--- src/rtl/mpi_wb_mc.sv ---
// rtl/mpi_wb_mc.sv - Multi-channel Wishbone message-passing endpoint
// N independent NoC lanes, each with a TX packet FIFO, an RX flit FIFO and a pending-packet counter.
module mpi_wb_mc #(
  parameter int NOC_FLIT_WIDTH = 32,
  parameter int SIZE           = 16,
  parameter int N              = 2
) (
  input  logic                        clk,
  input  logic                        rst,
  output logic [N*NOC_FLIT_WIDTH-1:0] noc_out_flit,
  output logic [N-1:0]                noc_out_last,
  output logic [N-1:0]                noc_out_valid,
  input  logic [N-1:0]                noc_out_ready,
  input  logic [N*NOC_FLIT_WIDTH-1:0] noc_in_flit,
  input  logic [N-1:0]                noc_in_last,
  input  logic [N-1:0]                noc_in_valid,
  output logic [N-1:0]                noc_in_ready,
  input  logic [31:0]                 wb_adr_i,
  input  logic                        wb_we_i,
  input  logic                        wb_cyc_i,
  input  logic                        wb_stb_i,
  input  logic [31:0]                 wb_dat_i,
  output logic [31:0]                 wb_dat_o,
  output logic                        wb_ack_o,
  output logic                        wb_err_o,
  output logic                        irq
);
  localparam int W  = NOC_FLIT_WIDTH;
  localparam int AW = $clog2(SIZE);
  localparam int LW = AW + 1;

  typedef enum logic {IDLE, SEND} tx_state_t;

  logic              req, we, ch_ok, err_any, rdy_en;
  logic [7:0]        ch;
  logic [1:0]        rg;
  logic [N-1:0]      ch_err, ch_irq;
  logic [N-1:0][31:0] ch_rdata;
  logic [31:0]       rdata;
  logic              unused_bits;

  assign req     = wb_cyc_i & wb_stb_i & ~wb_ack_o & ~wb_err_o;
  assign ch      = wb_adr_i[11:4];
  assign rg      = wb_adr_i[3:2];
  assign we      = wb_we_i;
  assign ch_ok   = {1'b0, ch} < 9'(N);
  assign err_any = req & (~ch_ok | (|ch_err));
  assign unused_bits = ^{wb_adr_i[31:12], wb_adr_i[1:0], wb_dat_i};

  always_comb begin
    rdata = '0;
    for (int k = 0; k < N; k++) rdata = rdata | ch_rdata[k];
  end

  always_ff @(posedge clk or negedge rst) begin
    if (!rst) begin
      wb_ack_o <= 1'b0;
      wb_err_o <= 1'b0;
      wb_dat_o <= '0;
      irq      <= 1'b0;
      rdy_en   <= 1'b0;
    end else begin
      rdy_en   <= 1'b1;
      wb_ack_o <= req & ~err_any;
      wb_err_o <= err_any;
      wb_dat_o <= (req & ~err_any & ~we) ? rdata : '0;
      irq      <= |ch_irq;
    end
  end

  for (genvar k = 0; k < N; k++) begin : g_ch
    tx_state_t       tx_state;
    logic [W-1:0]    tx_mem [SIZE];
    logic [W:0]      rx_mem [SIZE];
    logic [AW-1:0]   tx_wp, tx_rp, rx_wp, rx_rp;
    logic [LW-1:0]   tx_lvl, rx_lvl;
    logic [7:0]      pend;
    logic            ien, sel, cerr, act, busy;
    logic            tx_empty, tx_full, rx_empty, rx_full, head_last;
    logic            tx_push, tx_pop, do_send, rx_push, rx_pop, ien_wr, pend_inc, pend_dec;
    logic [W:0]      rx_head;
    logic [31:0]     rd;

    assign sel       = req & (ch == 8'(k));
    assign busy      = (tx_state == SEND);
    assign tx_empty  = (tx_lvl == '0);
    assign tx_full   = (tx_lvl == LW'(SIZE));
    assign rx_empty  = (rx_lvl == '0);
    assign rx_full   = (rx_lvl == LW'(SIZE));
    assign rx_head   = rx_mem[rx_rp];
    assign head_last = rx_head[W] & ~rx_empty;

    // Errors are resolved before any side effect so a rejected access leaves state untouched.
    assign cerr = sel & ((rg == 2'd0) ? (we ? (tx_full | busy) : rx_empty) :
                         (rg == 2'd1) ? (we & (tx_empty | busy)) : 1'b0);
    assign ch_err[k] = cerr;
    assign act       = sel & ~cerr;
    assign tx_push   = act & we & (rg == 2'd0);
    assign do_send   = act & we & (rg == 2'd1);
    assign rx_pop    = act & ~we & (rg == 2'd0);
    assign ien_wr    = act & we & (rg == 2'd3);
    assign tx_pop    = busy & noc_out_ready[k];
    assign rx_push   = noc_in_valid[k] & noc_in_ready[k];
    assign pend_inc  = rx_push & noc_in_last[k];
    assign pend_dec  = rx_pop & head_last;

    assign noc_in_ready[k]         = rdy_en & ~rx_full;
    assign noc_out_valid[k]        = busy;
    assign noc_out_last[k]         = busy & (tx_lvl == LW'(1));
    assign noc_out_flit[k*W +: W]  = busy ? tx_mem[tx_rp] : '0;
    assign ch_irq[k]               = ien & (pend != 8'd0);

    always_comb begin
      rd = '0;
      case (rg)
        2'd0:    rd = 32'(rx_head[W-1:0]);
        2'd1:    rd = {16'(tx_lvl), 15'b0, busy};
        2'd2:    rd = {16'(rx_lvl), pend, 6'b0, head_last, ~rx_empty};
        default: rd = {31'b0, ien};
      endcase
    end
    assign ch_rdata[k] = sel ? rd : '0;

    always_ff @(posedge clk) begin
      if (tx_push) tx_mem[tx_wp] <= wb_dat_i[W-1:0];
      if (rx_push) rx_mem[rx_wp] <= {noc_in_last[k], noc_in_flit[k*W +: W]};
    end

    always_ff @(posedge clk or negedge rst) begin
      if (!rst) begin
        tx_state <= IDLE;
        tx_wp    <= '0;
        tx_rp    <= '0;
        rx_wp    <= '0;
        rx_rp    <= '0;
        tx_lvl   <= '0;
        rx_lvl   <= '0;
        pend     <= '0;
        ien      <= 1'b0;
      end else begin
        if (tx_push) tx_wp <= tx_wp + AW'(1);
        if (tx_pop)  tx_rp <= tx_rp + AW'(1);
        tx_lvl <= tx_lvl + LW'(tx_push) - LW'(tx_pop);
        case (tx_state)
          IDLE:    if (do_send) tx_state <= SEND;
          default: if (tx_pop && tx_lvl == LW'(1)) tx_state <= IDLE;
        endcase
        if (rx_push) rx_wp <= rx_wp + AW'(1);
        if (rx_pop)  rx_rp <= rx_rp + AW'(1);
        rx_lvl <= rx_lvl + LW'(rx_push) - LW'(rx_pop);
        if (pend_inc && !pend_dec && pend != 8'hFF)
          pend <= pend + 8'd1;
        else if (pend_dec && !pend_inc && pend != 8'd0)
          pend <= pend - 8'd1;
        if (ien_wr) ien <= wb_dat_i[0];
      end
    end
  end
endmodule

--- config.mk ---
export PLATFORM = sky130hd
export DESIGN_NAME = mpi_wb_mc
export DESIGN_NICKNAME = d
export VERILOG_FILES = /design/src/rtl/mpi_wb_mc.sv
export SDC_FILE = /design/constraint.sdc
export NUM_CORES = 2
export LEC_CHECK = 0
export CORE_MARGIN = 10
export CORE_UTILIZATION = 61
export DETAILED_ROUTE_END_ITERATION = 12
export GPL_ROUTABILITY_DRIVEN = 0
export GPL_TIMING_DRIVEN = 1
export PLACE_DENSITY_LB_ADDON = 0.05
export SYNTH_ARGS = -nofsm -noshare
export SYNTH_HDL_FRONTEND = slang
export SYNTH_SLANG_ARGS = --single-unit
--- constraint.sdc ---
create_clock -name clk -period 5.75 [get_ports clk]
set_input_delay 0.8625 -clock clk [delete_from_list [all_inputs] [get_ports clk]]
set_output_delay 0.8625 -clock clk [all_outputs]
set_load 0.005 [all_outputs]
==> impl_metrics.ini <==
[status]
status = finished, final reports clean

[timing]
period_minus_slack_ns = 4.83
hold_slack_ns = 0.155
worst_pin_slew_ns = 1.31
setup_violations = 0
maxSlewHeadroom = 0.124
tns_ns = 0
slew_viol_final = 0
timing.fmax_ghz = 0.207
rsz0062_at_grt = false
fin_skew_ns = 0.0320
hold_viol = 0
post-route-period-util = 0.840

[cells_and_area]
fillCellCount = 8060
fin_nets = 4297
syn_to_final_growth_pct = 14.1
layout-drive-gt1-share = 0.271

[setup_path]
critPathArrivalTime_ns = 3.97
end_kind = primary output
path_max_fanout = 37
path_class = flip-flop to primary output
required_ns = 4.89
startpoint_type = flip-flop

[synth]
yosysTopAreaCell = edfxtp_1
ys_async_sr_fraction = 0.0494
synth_area_per_cell_um2 = 22.7
ys_seq_area_frac = 0.768
ys_warn_count = 0
synthesis.area_um2 = 84900
synthTopCellsByArea = edfxtp_1 (74%), mux4_2 (17%), dfrtp_1 (3.2%)
yosysMostFrequentCell = edfxtp_1
syn-num-nets = 3945
synth_cells = 3744
ys_ff_latch = 2188
yosysTopAreaCellShare = 0.736
synth_edf_count = 2080
ys_types = 61
synthTopCellsByCount = edfxtp_1 (2080), mux4_2 (624), dfrtp_1 (108), clkbuf_1 (102), nand2_1 (95)
synth_ff_type = edfxtp_1

[grt]
grt_first_pass_wirelength_um = 280000
first_global_vias = 41700
grt_max_degree = 99
grt_overflow_total = 0
antenna_found_initial = 19
grt_use_total = 0.250

[drt]
vias = 39500
firstDrtPassIters = 5
final_antenna_net_count = 0
wl_per_cell_um = 31.3
drc = 0
routed_wl_um = 190000
drt_iter0_drc = 3667
viasPerCell = 6.52

[clock_network]
post_cts_resize_count = 0
cts_setup_buffers = 0
clkSinkCount = 2188
tritoncts = yes
clk_pin_slew_ns = 0.06
clk_path_buf_depth = 3
clk_latency_ns = 0.83
htree_levels = 4
cts-root-buf = clkbuf_16
ctsHoldBuffers = 0
cts_inserted_buffers = 208

[power]
ir_drop_mv = 0.315
pwr-share-clk = 0.396
power_frac_seq = 0.536
sw_frac_of_total = 0.215
power_density_nw_per_um2 = 354
p_leak_nw = 30.4
switching_power_w = 0.00736
p_int_w = 0.0269
p_comb_frac = 0.068

[floorplan]
die_width_um = 393
rows = 136
io_pins = 244
initial_core_util = 0.616
dieArea_um2 = 155000
core_um2 = 138000
die_y_um = 393

[min_path]
min_path_type = input pin to async pin

[place]
hpwl_um = 110000
port_buffers = 221

[flow_run]
cap_viol_max_count = 0
registers in the layout, indices dropped and copies added, names as in the netlist, 10 cells and up:
register,flops
g_ch.rx_mem,1056
g_ch.tx_mem,1024
wb_dat_o,32
g_ch.pend,16
g_ch.rx_lvl,10
g_ch.tx_lvl,10
cells by family after synthesis:
family	share of synthesized area
flip-flops	0.768
buffers and inverters	0.0117
multiplexers	0.171
other	0.0000442
adder cells (fa/ha/maj)	0.00967
AND/OR/NAND/NOR	0.0218
AO/OA/AOI/OAI	0.0129
XOR/XNOR	0.00557
per-layer routing:
layer  track usage  share of wire  vias up
met5             0        0.00088        -
met4        0.0713          0.024       26
met3        0.0547          0.081      265
met2         0.420           0.52     1590
met1         0.335           0.38    21200
li1              -              -    16400
area by class of cell:
type / count / area [µm²] / share of cell area
Sequential cell: 2188 / 65200 / 0.673
Multi-Input combinational cell: 1313 / 19200 / 0.198
Clock buffer: 289 / 5810 / 0.0600
Timing Repair Buffer: 338 / 3260 / 0.0336
Tap cell: 1794 / 2240 / 0.0232
Clock inverter: 93 / 1010 / 0.0104
Inverter: 47 / 176 / 0.00182
Antenna cell: 5 / 12.5 / 0.000129
power by group through the flow:
stage / combinational (W) / clock, W / sequential (W)
2_1_floorplan: 0.00152 / 0 / 0.0185
3_3_place_gp: 0.00222 / 0 / 0.0186
3_5_place_dp: 0.00233 / 0 / 0.0187
4_1_cts: 0.00234 / 0.0138 / 0.0184
5_1_grt: 0.00254 / 0.0144 / 0.0184
6_report: 0.00233 / 0.0136 / 0.0184
cell usage in the layout (no fill, tap or decap), types with 48 or more instances in the layout:
master           count
nand2_1             95
ha_1                56
clkbuf_1            60
edfxtp_1          2080
clkdlybuf4s50_1    219
and2_1              75
clkbuf_16          216
dfrtp_1             93
nor2_4              48
mux4_2             624
a21oi_1             64
buf_4              103
worst paths after layout:
kind,endpoint,depth (start not counted),startpoint,slack [ns]
worst max-delay path,noc_out_flit[52],5,g_ch[1].tx_rp[0]$_DFFE_PN0P_,0.92
worst min-delay path,irq$_DFF_PN0_,1,rst,0.16
worst max register to register,g_ch[0].pend[6]$_DFFE_PN0P_,13,g_ch[0].rx_rp[1]$_DFFE_PN0P_,1.49
worst min register to register,g_ch[1].pend[7]$_DFFE_PN0P_,1,g_ch[1].pend[7]$_DFFE_PN0P_,0.54
max in group asynchronous,g_ch[0].rx_rp[0]$_DFFE_PN0P_,2,rst,4.37
min in group clk,g_ch[1].pend[7]$_DFFE_PN0P_,1,g_ch[1].pend[7]$_DFFE_PN0P_,0.54
critical path, cell delays in order (launching register included):
cell	delay [ns]
dfrtp_4	0.96
buf_4	0.45
mux4_2	0.56
mux4_2	0.54
and2_1	0.18
clkdlybuf4s50_1	0.44
stage by stage:
stage / utilization / worst slack [ns] / total power (W) / area [µm²] / cells
finish: 0.703 / 0.921 / 0.0343 / 96900 / 6067
global route: 0.703 / 0.647 / 0.0354 / 96900 / 6066
CTS: 0.703 / 0.764 / 0.0345 / 96900 / 6062
detailed placement: 0.653 / 1.04 / 0.0210 / 90100 / 5680
global placement: 0.653 / 1.18 / 0.0209 / 90100 / 5679
floorplan: - / 0.615 / 0.0200 / 84900 / 3744
No activity file was read; power rests on OpenSTA's default activity.
